## config.mk

```make
export PLATFORM = sky130hd
export DESIGN_NAME = rv32_decode_stage_flat
export DESIGN_NICKNAME = d
export VERILOG_FILES = /design/src/rtl/rv32_decode_stage_if.sv /design/src/rtl/rv32_decode_stage.sv /design/src/flat_wrapper.sv
export SDC_FILE = /design/constraint.sdc
export NUM_CORES = 2
export LEC_CHECK = 0
export BUFFER_PORTS_ARGS = -buffer_cell sky130_fd_sc_hd__clkbuf_2
export CAP_MARGIN = 20
export CORE_MARGIN = 3
export CORE_UTILIZATION = 55
export CTS_BUF_LIST = sky130_fd_sc_hd__clkbuf_16
export DETAILED_ROUTE_END_ITERATION = 8
export GPL_TIMING_DRIVEN = 0
export PLACE_DENSITY = 0.76
export SKIP_LAST_GASP = 1
export SLEW_MARGIN = 10
export SYNTH_ARGS = -nofsm -noshare
export SYNTH_HDL_FRONTEND = slang
export SYNTH_SLANG_ARGS = --single-unit
```

## constraint.sdc

```tcl
create_clock -name i_clk -period 1.7 [get_ports i_clk]
set_input_delay 0.085 -clock i_clk [delete_from_list [all_inputs] [get_ports i_clk]]
set_output_delay 0.085 -clock i_clk [all_outputs]
set_load 0.05 [all_outputs]
```

## src/rtl/rv32_decode_stage_if.sv

```systemverilog
// IF/ID inputs, writeback port and ID/EX outputs of the RV32I decode stage.
// The master side drives the instruction and writeback; the slave side is the stage.
interface rv32_decode_stage_if #(
    parameter int DATA_WIDTH = 32,
    parameter int ADDR_WIDTH = 5
);
    logic [DATA_WIDTH-1:0] i_instr_d;
    logic [DATA_WIDTH-1:0] i_pc_d;
    logic [DATA_WIDTH-1:0] i_pc4_d;
    logic                  i_reg_write_w;
    logic [ADDR_WIDTH-1:0] i_rd_addr_w;
    logic [DATA_WIDTH-1:0] i_result_w;
    logic                  i_zero_e;

    logic                  o_regwrite_e;
    logic                  o_memwrite_e;
    logic                  o_jump_e;
    logic                  o_branch_e;
    logic                  o_alusrc_e;
    logic [1:0]            o_resultsrc_e;
    logic [2:0]            o_aluctrl_e;
    logic [DATA_WIDTH-1:0] o_rs1_data_e;
    logic [DATA_WIDTH-1:0] o_rs2_data_e;
    logic [ADDR_WIDTH-1:0] o_rs1_addr_e;
    logic [ADDR_WIDTH-1:0] o_rs2_addr_e;
    logic [ADDR_WIDTH-1:0] o_rd_addr_e;
    logic [DATA_WIDTH-1:0] o_immext_e;
    logic [DATA_WIDTH-1:0] o_pc_e;
    logic [DATA_WIDTH-1:0] o_pc4_e;

    modport master (
        output i_instr_d, i_pc_d, i_pc4_d, i_reg_write_w, i_rd_addr_w, i_result_w, i_zero_e,
        input  o_regwrite_e, o_memwrite_e, o_jump_e, o_branch_e, o_alusrc_e, o_resultsrc_e,
               o_aluctrl_e, o_rs1_data_e, o_rs2_data_e, o_rs1_addr_e, o_rs2_addr_e,
               o_rd_addr_e, o_immext_e, o_pc_e, o_pc4_e
    );

    modport slave (
        input  i_instr_d, i_pc_d, i_pc4_d, i_reg_write_w, i_rd_addr_w, i_result_w, i_zero_e,
        output o_regwrite_e, o_memwrite_e, o_jump_e, o_branch_e, o_alusrc_e, o_resultsrc_e,
               o_aluctrl_e, o_rs1_data_e, o_rs2_data_e, o_rs1_addr_e, o_rs2_addr_e,
               o_rd_addr_e, o_immext_e, o_pc_e, o_pc4_e
    );
endinterface

```

## src/rtl/rv32_decode_stage.sv

```systemverilog
// RV32I-subset decode stage: control decode, register file, immediate extension, ID/EX register.
// Define RF_BYPASS_EN to make a same-cycle writeback visible to the register reads.
module rv32_decode_stage #(
    parameter int DATA_WIDTH = 32,
    parameter int ADDR_WIDTH = 5
) (
    input logic              i_clk,
    input logic              i_rst,
    rv32_decode_stage_if.slave bus
);
    localparam int NUM_REGS = 2 ** ADDR_WIDTH;

    localparam logic [6:0] OP_LW   = 7'b0000011;
    localparam logic [6:0] OP_SW   = 7'b0100011;
    localparam logic [6:0] OP_R    = 7'b0110011;
    localparam logic [6:0] OP_BEQ  = 7'b1100011;
    localparam logic [6:0] OP_IALU = 7'b0010011;
    localparam logic [6:0] OP_JAL  = 7'b1101111;

    localparam logic [2:0] ALU_ADD = 3'b000;
    localparam logic [2:0] ALU_SUB = 3'b001;
    localparam logic [2:0] ALU_AND = 3'b010;
    localparam logic [2:0] ALU_OR  = 3'b011;
    localparam logic [2:0] ALU_XOR = 3'b100;
    localparam logic [2:0] ALU_SLT = 3'b101;
    localparam logic [2:0] ALU_SLL = 3'b110;
    localparam logic [2:0] ALU_SRL = 3'b111;

    typedef enum logic [1:0] {IMM_I, IMM_S, IMM_B, IMM_J} imm_src_t;

    logic [DATA_WIDTH-1:0] instr;
    logic [6:0]            opcode;
    logic [2:0]            funct3;
    logic [ADDR_WIDTH-1:0] rs1_addr;
    logic [ADDR_WIDTH-1:0] rs2_addr;
    logic [ADDR_WIDTH-1:0] rd_addr;

    assign instr    = bus.i_instr_d;
    assign opcode   = instr[6:0];
    assign funct3   = instr[14:12];
    assign rs1_addr = instr[19:15];
    assign rs2_addr = instr[24:20];
    assign rd_addr  = instr[11:7];

    // The ALU zero flag belongs to execute and does not influence decode.
    logic unused_zero;
    assign unused_zero = bus.i_zero_e;

    logic       regwrite;
    logic       memwrite;
    logic       jump;
    logic       branch;
    logic       alusrc;
    logic [1:0] resultsrc;
    logic [1:0] aluop;
    imm_src_t   immsrc;

    always_comb begin
        regwrite  = 1'b0;
        memwrite  = 1'b0;
        jump      = 1'b0;
        branch    = 1'b0;
        alusrc    = 1'b0;
        resultsrc = 2'b00;
        aluop     = 2'b00;
        immsrc    = IMM_I;
        unique case (opcode)
            OP_LW: begin
                regwrite  = 1'b1;
                alusrc    = 1'b1;
                resultsrc = 2'b01;
            end
            OP_SW: begin
                immsrc   = IMM_S;
                alusrc   = 1'b1;
                memwrite = 1'b1;
            end
            OP_R: begin
                regwrite = 1'b1;
                aluop    = 2'b10;
            end
            OP_BEQ: begin
                immsrc = IMM_B;
                branch = 1'b1;
                aluop  = 2'b01;
            end
            OP_IALU: begin
                regwrite = 1'b1;
                alusrc   = 1'b1;
                aluop    = 2'b10;
            end
            OP_JAL: begin
                regwrite  = 1'b1;
                immsrc    = IMM_J;
                resultsrc = 2'b10;
                jump      = 1'b1;
            end
            default: ;
        endcase
    end

    logic [2:0] aluctrl;

    always_comb begin
        aluctrl = ALU_ADD;
        case (aluop)
            2'b01: aluctrl = ALU_SUB;
            2'b10: begin
                case (funct3)
                    3'b000:  aluctrl = (opcode[5] & instr[30]) ? ALU_SUB : ALU_ADD;
                    3'b001:  aluctrl = ALU_SLL;
                    3'b010,
                    3'b011:  aluctrl = ALU_SLT;
                    3'b100:  aluctrl = ALU_XOR;
                    3'b101:  aluctrl = ALU_SRL;
                    3'b110:  aluctrl = ALU_OR;
                    default: aluctrl = ALU_AND;
                endcase
            end
            default: aluctrl = ALU_ADD;
        endcase
    end

    logic [DATA_WIDTH-1:0] immext;

    always_comb begin
        unique case (immsrc)
            IMM_S:   immext = {{(DATA_WIDTH-12){instr[31]}}, instr[31:25], instr[11:7]};
            IMM_B:   immext = {{(DATA_WIDTH-12){instr[31]}}, instr[7], instr[30:25],
                               instr[11:8], 1'b0};
            IMM_J:   immext = {{(DATA_WIDTH-20){instr[31]}}, instr[19:12], instr[20],
                               instr[30:21], 1'b0};
            default: immext = {{(DATA_WIDTH-12){instr[31]}}, instr[31:20]};
        endcase
    end

    logic [DATA_WIDTH-1:0] rf [NUM_REGS];

    always_ff @(posedge i_clk) begin
        if (i_rst) begin
            for (int i = 0; i < NUM_REGS; i++) rf[i] <= '0;
        end else if (bus.i_reg_write_w && (bus.i_rd_addr_w != '0)) begin
            rf[bus.i_rd_addr_w] <= bus.i_result_w;
        end
    end

    logic [DATA_WIDTH-1:0] rs1_data;
    logic [DATA_WIDTH-1:0] rs2_data;

`ifdef RF_BYPASS_EN
    logic wb_hit1;
    logic wb_hit2;

    assign wb_hit1 = bus.i_reg_write_w && (bus.i_rd_addr_w == rs1_addr);
    assign wb_hit2 = bus.i_reg_write_w && (bus.i_rd_addr_w == rs2_addr);

    always_comb begin
        rs1_data = '0;
        rs2_data = '0;
        if (rs1_addr != '0) rs1_data = wb_hit1 ? bus.i_result_w : rf[rs1_addr];
        if (rs2_addr != '0) rs2_data = wb_hit2 ? bus.i_result_w : rf[rs2_addr];
    end
`else
    always_comb begin
        rs1_data = '0;
        rs2_data = '0;
        if (rs1_addr != '0) rs1_data = rf[rs1_addr];
        if (rs2_addr != '0) rs2_data = rf[rs2_addr];
    end
`endif

    always_ff @(posedge i_clk) begin
        if (i_rst) begin
            bus.o_regwrite_e  <= 1'b0;
            bus.o_memwrite_e  <= 1'b0;
            bus.o_jump_e      <= 1'b0;
            bus.o_branch_e    <= 1'b0;
            bus.o_alusrc_e    <= 1'b0;
            bus.o_resultsrc_e <= 2'b00;
            bus.o_aluctrl_e   <= 3'b000;
            bus.o_rs1_data_e  <= '0;
            bus.o_rs2_data_e  <= '0;
            bus.o_rs1_addr_e  <= '0;
            bus.o_rs2_addr_e  <= '0;
            bus.o_rd_addr_e   <= '0;
            bus.o_immext_e    <= '0;
            bus.o_pc_e        <= '0;
            bus.o_pc4_e       <= '0;
        end else begin
            bus.o_regwrite_e  <= regwrite;
            bus.o_memwrite_e  <= memwrite;
            bus.o_jump_e      <= jump;
            bus.o_branch_e    <= branch;
            bus.o_alusrc_e    <= alusrc;
            bus.o_resultsrc_e <= resultsrc;
            bus.o_aluctrl_e   <= aluctrl;
            bus.o_rs1_data_e  <= rs1_data;
            bus.o_rs2_data_e  <= rs2_data;
            bus.o_rs1_addr_e  <= rs1_addr;
            bus.o_rs2_addr_e  <= rs2_addr;
            bus.o_rd_addr_e   <= rd_addr;
            bus.o_immext_e    <= immext;
            bus.o_pc_e        <= bus.i_pc_d;
            bus.o_pc4_e       <= bus.i_pc4_d;
        end
    end
endmodule

```

## src/flat_wrapper.sv

```systemverilog
// flat-port wrapper written by rule: the top's interface ports become plain ports
module rv32_decode_stage_flat 
#(
    parameter int DATA_WIDTH = 32,
    parameter int ADDR_WIDTH = 5
)
  (i_clk, i_rst, bus_i_instr_d, bus_i_pc_d, bus_i_pc4_d, bus_i_reg_write_w, bus_i_rd_addr_w, bus_i_result_w, bus_i_zero_e, bus_o_regwrite_e, bus_o_memwrite_e, bus_o_jump_e, bus_o_branch_e, bus_o_alusrc_e, bus_o_resultsrc_e, bus_o_aluctrl_e, bus_o_rs1_data_e, bus_o_rs2_data_e, bus_o_rs1_addr_e, bus_o_rs2_addr_e, bus_o_rd_addr_e, bus_o_immext_e, bus_o_pc_e, bus_o_pc4_e);
  rv32_decode_stage_if #(.DATA_WIDTH(DATA_WIDTH), .ADDR_WIDTH(ADDR_WIDTH)) bus_i ();
  input logic i_clk;
  input logic i_rst;
  input wire logic [$bits(bus_i.i_instr_d)-1:0] bus_i_instr_d;
  input wire logic [$bits(bus_i.i_pc_d)-1:0] bus_i_pc_d;
  input wire logic [$bits(bus_i.i_pc4_d)-1:0] bus_i_pc4_d;
  input wire logic [$bits(bus_i.i_reg_write_w)-1:0] bus_i_reg_write_w;
  input wire logic [$bits(bus_i.i_rd_addr_w)-1:0] bus_i_rd_addr_w;
  input wire logic [$bits(bus_i.i_result_w)-1:0] bus_i_result_w;
  input wire logic [$bits(bus_i.i_zero_e)-1:0] bus_i_zero_e;
  output wire logic [$bits(bus_i.o_regwrite_e)-1:0] bus_o_regwrite_e;
  output wire logic [$bits(bus_i.o_memwrite_e)-1:0] bus_o_memwrite_e;
  output wire logic [$bits(bus_i.o_jump_e)-1:0] bus_o_jump_e;
  output wire logic [$bits(bus_i.o_branch_e)-1:0] bus_o_branch_e;
  output wire logic [$bits(bus_i.o_alusrc_e)-1:0] bus_o_alusrc_e;
  output wire logic [$bits(bus_i.o_resultsrc_e)-1:0] bus_o_resultsrc_e;
  output wire logic [$bits(bus_i.o_aluctrl_e)-1:0] bus_o_aluctrl_e;
  output wire logic [$bits(bus_i.o_rs1_data_e)-1:0] bus_o_rs1_data_e;
  output wire logic [$bits(bus_i.o_rs2_data_e)-1:0] bus_o_rs2_data_e;
  output wire logic [$bits(bus_i.o_rs1_addr_e)-1:0] bus_o_rs1_addr_e;
  output wire logic [$bits(bus_i.o_rs2_addr_e)-1:0] bus_o_rs2_addr_e;
  output wire logic [$bits(bus_i.o_rd_addr_e)-1:0] bus_o_rd_addr_e;
  output wire logic [$bits(bus_i.o_immext_e)-1:0] bus_o_immext_e;
  output wire logic [$bits(bus_i.o_pc_e)-1:0] bus_o_pc_e;
  output wire logic [$bits(bus_i.o_pc4_e)-1:0] bus_o_pc4_e;
  assign bus_i.i_instr_d = bus_i_instr_d;
  assign bus_i.i_pc_d = bus_i_pc_d;
  assign bus_i.i_pc4_d = bus_i_pc4_d;
  assign bus_i.i_reg_write_w = bus_i_reg_write_w;
  assign bus_i.i_rd_addr_w = bus_i_rd_addr_w;
  assign bus_i.i_result_w = bus_i_result_w;
  assign bus_i.i_zero_e = bus_i_zero_e;
  assign bus_o_regwrite_e = bus_i.o_regwrite_e;
  assign bus_o_memwrite_e = bus_i.o_memwrite_e;
  assign bus_o_jump_e = bus_i.o_jump_e;
  assign bus_o_branch_e = bus_i.o_branch_e;
  assign bus_o_alusrc_e = bus_i.o_alusrc_e;
  assign bus_o_resultsrc_e = bus_i.o_resultsrc_e;
  assign bus_o_aluctrl_e = bus_i.o_aluctrl_e;
  assign bus_o_rs1_data_e = bus_i.o_rs1_data_e;
  assign bus_o_rs2_data_e = bus_i.o_rs2_data_e;
  assign bus_o_rs1_addr_e = bus_i.o_rs1_addr_e;
  assign bus_o_rs2_addr_e = bus_i.o_rs2_addr_e;
  assign bus_o_rd_addr_e = bus_i.o_rd_addr_e;
  assign bus_o_immext_e = bus_i.o_immext_e;
  assign bus_o_pc_e = bus_i.o_pc_e;
  assign bus_o_pc4_e = bus_i.o_pc4_e;
  rv32_decode_stage #(.DATA_WIDTH(DATA_WIDTH), .ADDR_WIDTH(ADDR_WIDTH)) u_core (.i_clk(i_clk), .i_rst(i_rst), .bus(bus_i));
endmodule
```

==> results.md <==
* Status: finished with violations
* Failing checks: negative setup slack
* Power density over the cells at 1033 mW/mm^2
* Die height at 334.8 um
* CP Max Fanout at 10
* CP arrival at 2.70 ns
* Synth Area in Compound Gates at 4.338%
* Setup crit start kind: input pin
* Final WL at 224100 um
* Post-route minimum period at 2.098 ns
* P_leak at 25.87 nW
* Initial Util at 55.92%
* Clock buffer depth at 3
* Via count at 42650
* Initial drt markers at 7164
* HP Class: input pin to flop
* Non-filler instance count after layout at 6149
* Synth Area in XOR/XNOR at 0%
* Largest net degree at the start of global routing at 33
* Clock root buffer: clkbuf_16
* Vias in the first global route at 42590
* Fin util at 66.70%
* Cell accounting for the most synthesized area: edfxtp_1
* Syn avg cell area at 14.88 um^2
* First-pass GRT wire length at 307700 um
* Synth warn at 0
* Detailed Routing Iterations Pass 1 at 8
* Die width at 334.8 um
* Relative slew slack at 18.42%
* CTS tree: done
* Initial antenna violation count at 13
* CP required at 2.30 ns
* H-tree depth at 4
* Setup TNS at -42.49 ns
* Tot GR Track Use at 39.51%
* Routed Antenna Nets at 0
* Worst VDD drop at 977.7 uV
* Final worst setup slack at -0.3978 ns
* # nets final at 4787
* Commonest non-fill, non-tap cells in the layout: and2_1, edfxtp_1, mux4_2, clkbuf_2, mux2i_1
* Synth top area share at 51.73%
* Routed WL per cell at 36.44 um
* Total of flip-flops plus latches after synthesis at 1197
* Die footprint at 0.1121 mm^2
* Clock latency on the worst-skew pair at 0.76 ns
* Final RePlAce weighted congestion at 1.002
* Core Box Area at 0.1063 mm^2
* Worst-path clk slew at 0.06 ns
* Hpwl dp at 148000 um
* Gr ovfl total at 0
* Row count at 119
* Ys async rst share at 0%
* Cts bufs inserted at 132
* Multiplexer share of the synthesized area at 21.52%
* Post-Synth Adder-Cell Area at 0.04210%
* Post-synthesis cell count at 3996
* FMAX at 476.7 MHz
* Largest family of logic cells by synthesized area: multiplexers
* Share of cells above drive strength 1 at 32.20%
* DR vias/cell at 6.935
* Most common cell after layout, fill and taps aside: and2_1
* Min Hold Slack at 0.09846 ns
* RSZ-0062 raised after global routing: true
* Worst slew pin tran at 1.224 ns
* Top FF cell, synth: edfxtp_1
* Clk sinks at 1197
* Setup Viol. Count Final at 812
* Max-slew violations at 0
* Layout area overhead at 19.29%
* Sequential cell area fraction in the yosys report at 57.55%
* Final hold viol count at 0
* CP Capture Type: flop
* Mapped Area at 0.05945 mm^2
* Max-Cap Viols at 0
* Dpl cells at 5740
* Worst Skew at 0.02929 ns
* Top cells by area, synth: edfxtp_1, mux4_2, and2_1
* Synth Area in Simple Gates at 13.08%
* Final Total Pwr at 73.25 mW
* Synth cell types at 49
* Tcrit/Tclk final at 123.4%
* Worst Setup Path Type: input pin to flop
* I/O pin count at 322
* Post-synth EDFFs at 1024
* Port buffer count at 313
* Residual DRC at 0
[final timing paths]
path | depth (start not counted) | end | from | slack (ns)
setup reg to reg | 4 | u_core.bus.o_rs2_data_e[2] | u_core.rf[8][2] | -0.22
hold / removal | 3 | u_core.bus.o_pc_e[31] | bus_i_pc_d[31] | 0.1
hold reg to reg | 3 | u_core.bus.o_rs2_data_e[20] | u_core.rf[5][20] | 0.93
setup / recovery | 6 | u_core.bus.o_rs2_data_e[17] | bus_i_instr_d[20] | -0.40
[per-stage QoR]
| stage | worst slack, ns | cell area, um^2 |
|---|---|---|
| CTS | -0.2482 | 70300 |
| floorplan | -0.07645 | 59600 |
| finish | -0.3978 | 70910 |
| global placement | -2.352 | 62910 |
| global route | -0.3086 | 70890 |
| detailed placement | -2.303 | 63050 |
[critical path: stages]
cell and delay, ns:
buf_6 0.16, buf_4 0.25, nor2_1 0.45, clkdlybuf4s15_1 0.97
a22oi_1 0.24, a31oi_2 0.51
[registers in the layout, indices dropped and copies added, names as in the netlist, 3 cells and up]
name / count
u_core.bus.o_immext_e: 21
u_core.bus.o_rs2_data_e: 32
u_core.bus.o_rs2_addr_e: 5
u_core.rf: 1024
u_core.bus.o_rd_addr_e: 5
u_core.bus.o_rs1_addr_e: 5
u_core.bus.o_pc4_e: 32
u_core.bus.o_rs1_data_e: 32
u_core.bus.o_pc_e: 32
u_core.bus.o_aluctrl_e: 3
[layer usage]
metal  GRT usage [%]  wire [um]  up-vias
li1                -          -    16440
met4           30.35      21060        8
met5               0         54        -
met1           49.19      73160    21050
met3           15.11      35970      950
met2           55.90      93830     4194
[cell type report]
cell class | count | area [um^2]
fillers | 7282 | 35400
flip-flops and latches | 1197 | 34220
multi-input cells | 2432 | 25430
clock buffers | 141 | 3528
repair buffers | 459 | 3110
plain buffers | 419 | 2227
well taps | 1391 | 1740
clock inverters | 93 | 610.6
inverters | 7 | 27.53
diodes | 10 | 25.02
[where the power goes]
group	switching, mW	internal, mW
sequential	0.881	33.5
clock	12.0	16.0
combinational	6.87	3.99
total	19.8	53.5
[cells by family after synthesis]
family | Yosys count
other | 1
buffers and inverters | 427
AND/OR/NAND/NOR | 1284
flip-flops | 1197
AO/OA/AOI/OAI | 344
adder cells (fa/ha/maj) | 2
multiplexers | 741
[cell usage after synthesis (all sizes together), types with 10 or more instances]
| library cell | number |
|---|---|
| a211oi | 96 |
| a21o | 10 |
| a21oi | 51 |
| a221oi | 34 |
| a22oi | 16 |
| a2bb2oi | 31 |
| a31oi | 15 |
| and2 | 1025 |
| buf | 127 |
| clkbuf | 293 |
| dfxtp | 173 |
| edfxtp | 1024 |
| mux2 | 98 |
| mux2i | 226 |
| mux4 | 417 |
| nand2 | 68 |
| nor2 | 44 |
| nor2b | 87 |
| o221a | 17 |
| o221ai | 31 |
| o22ai | 33 |
| or2 | 32 |
[timing repair]
action,in CTS,in global routing
endpoints found under the setup margin,1481,1302
hold buffers,124,1
buffers inserted,5,7
cloned,27,2
pin swaps,79,18
hold endpoints to repair,136,1
resized for setup,366,161
(Power assumes the default switching activity.)
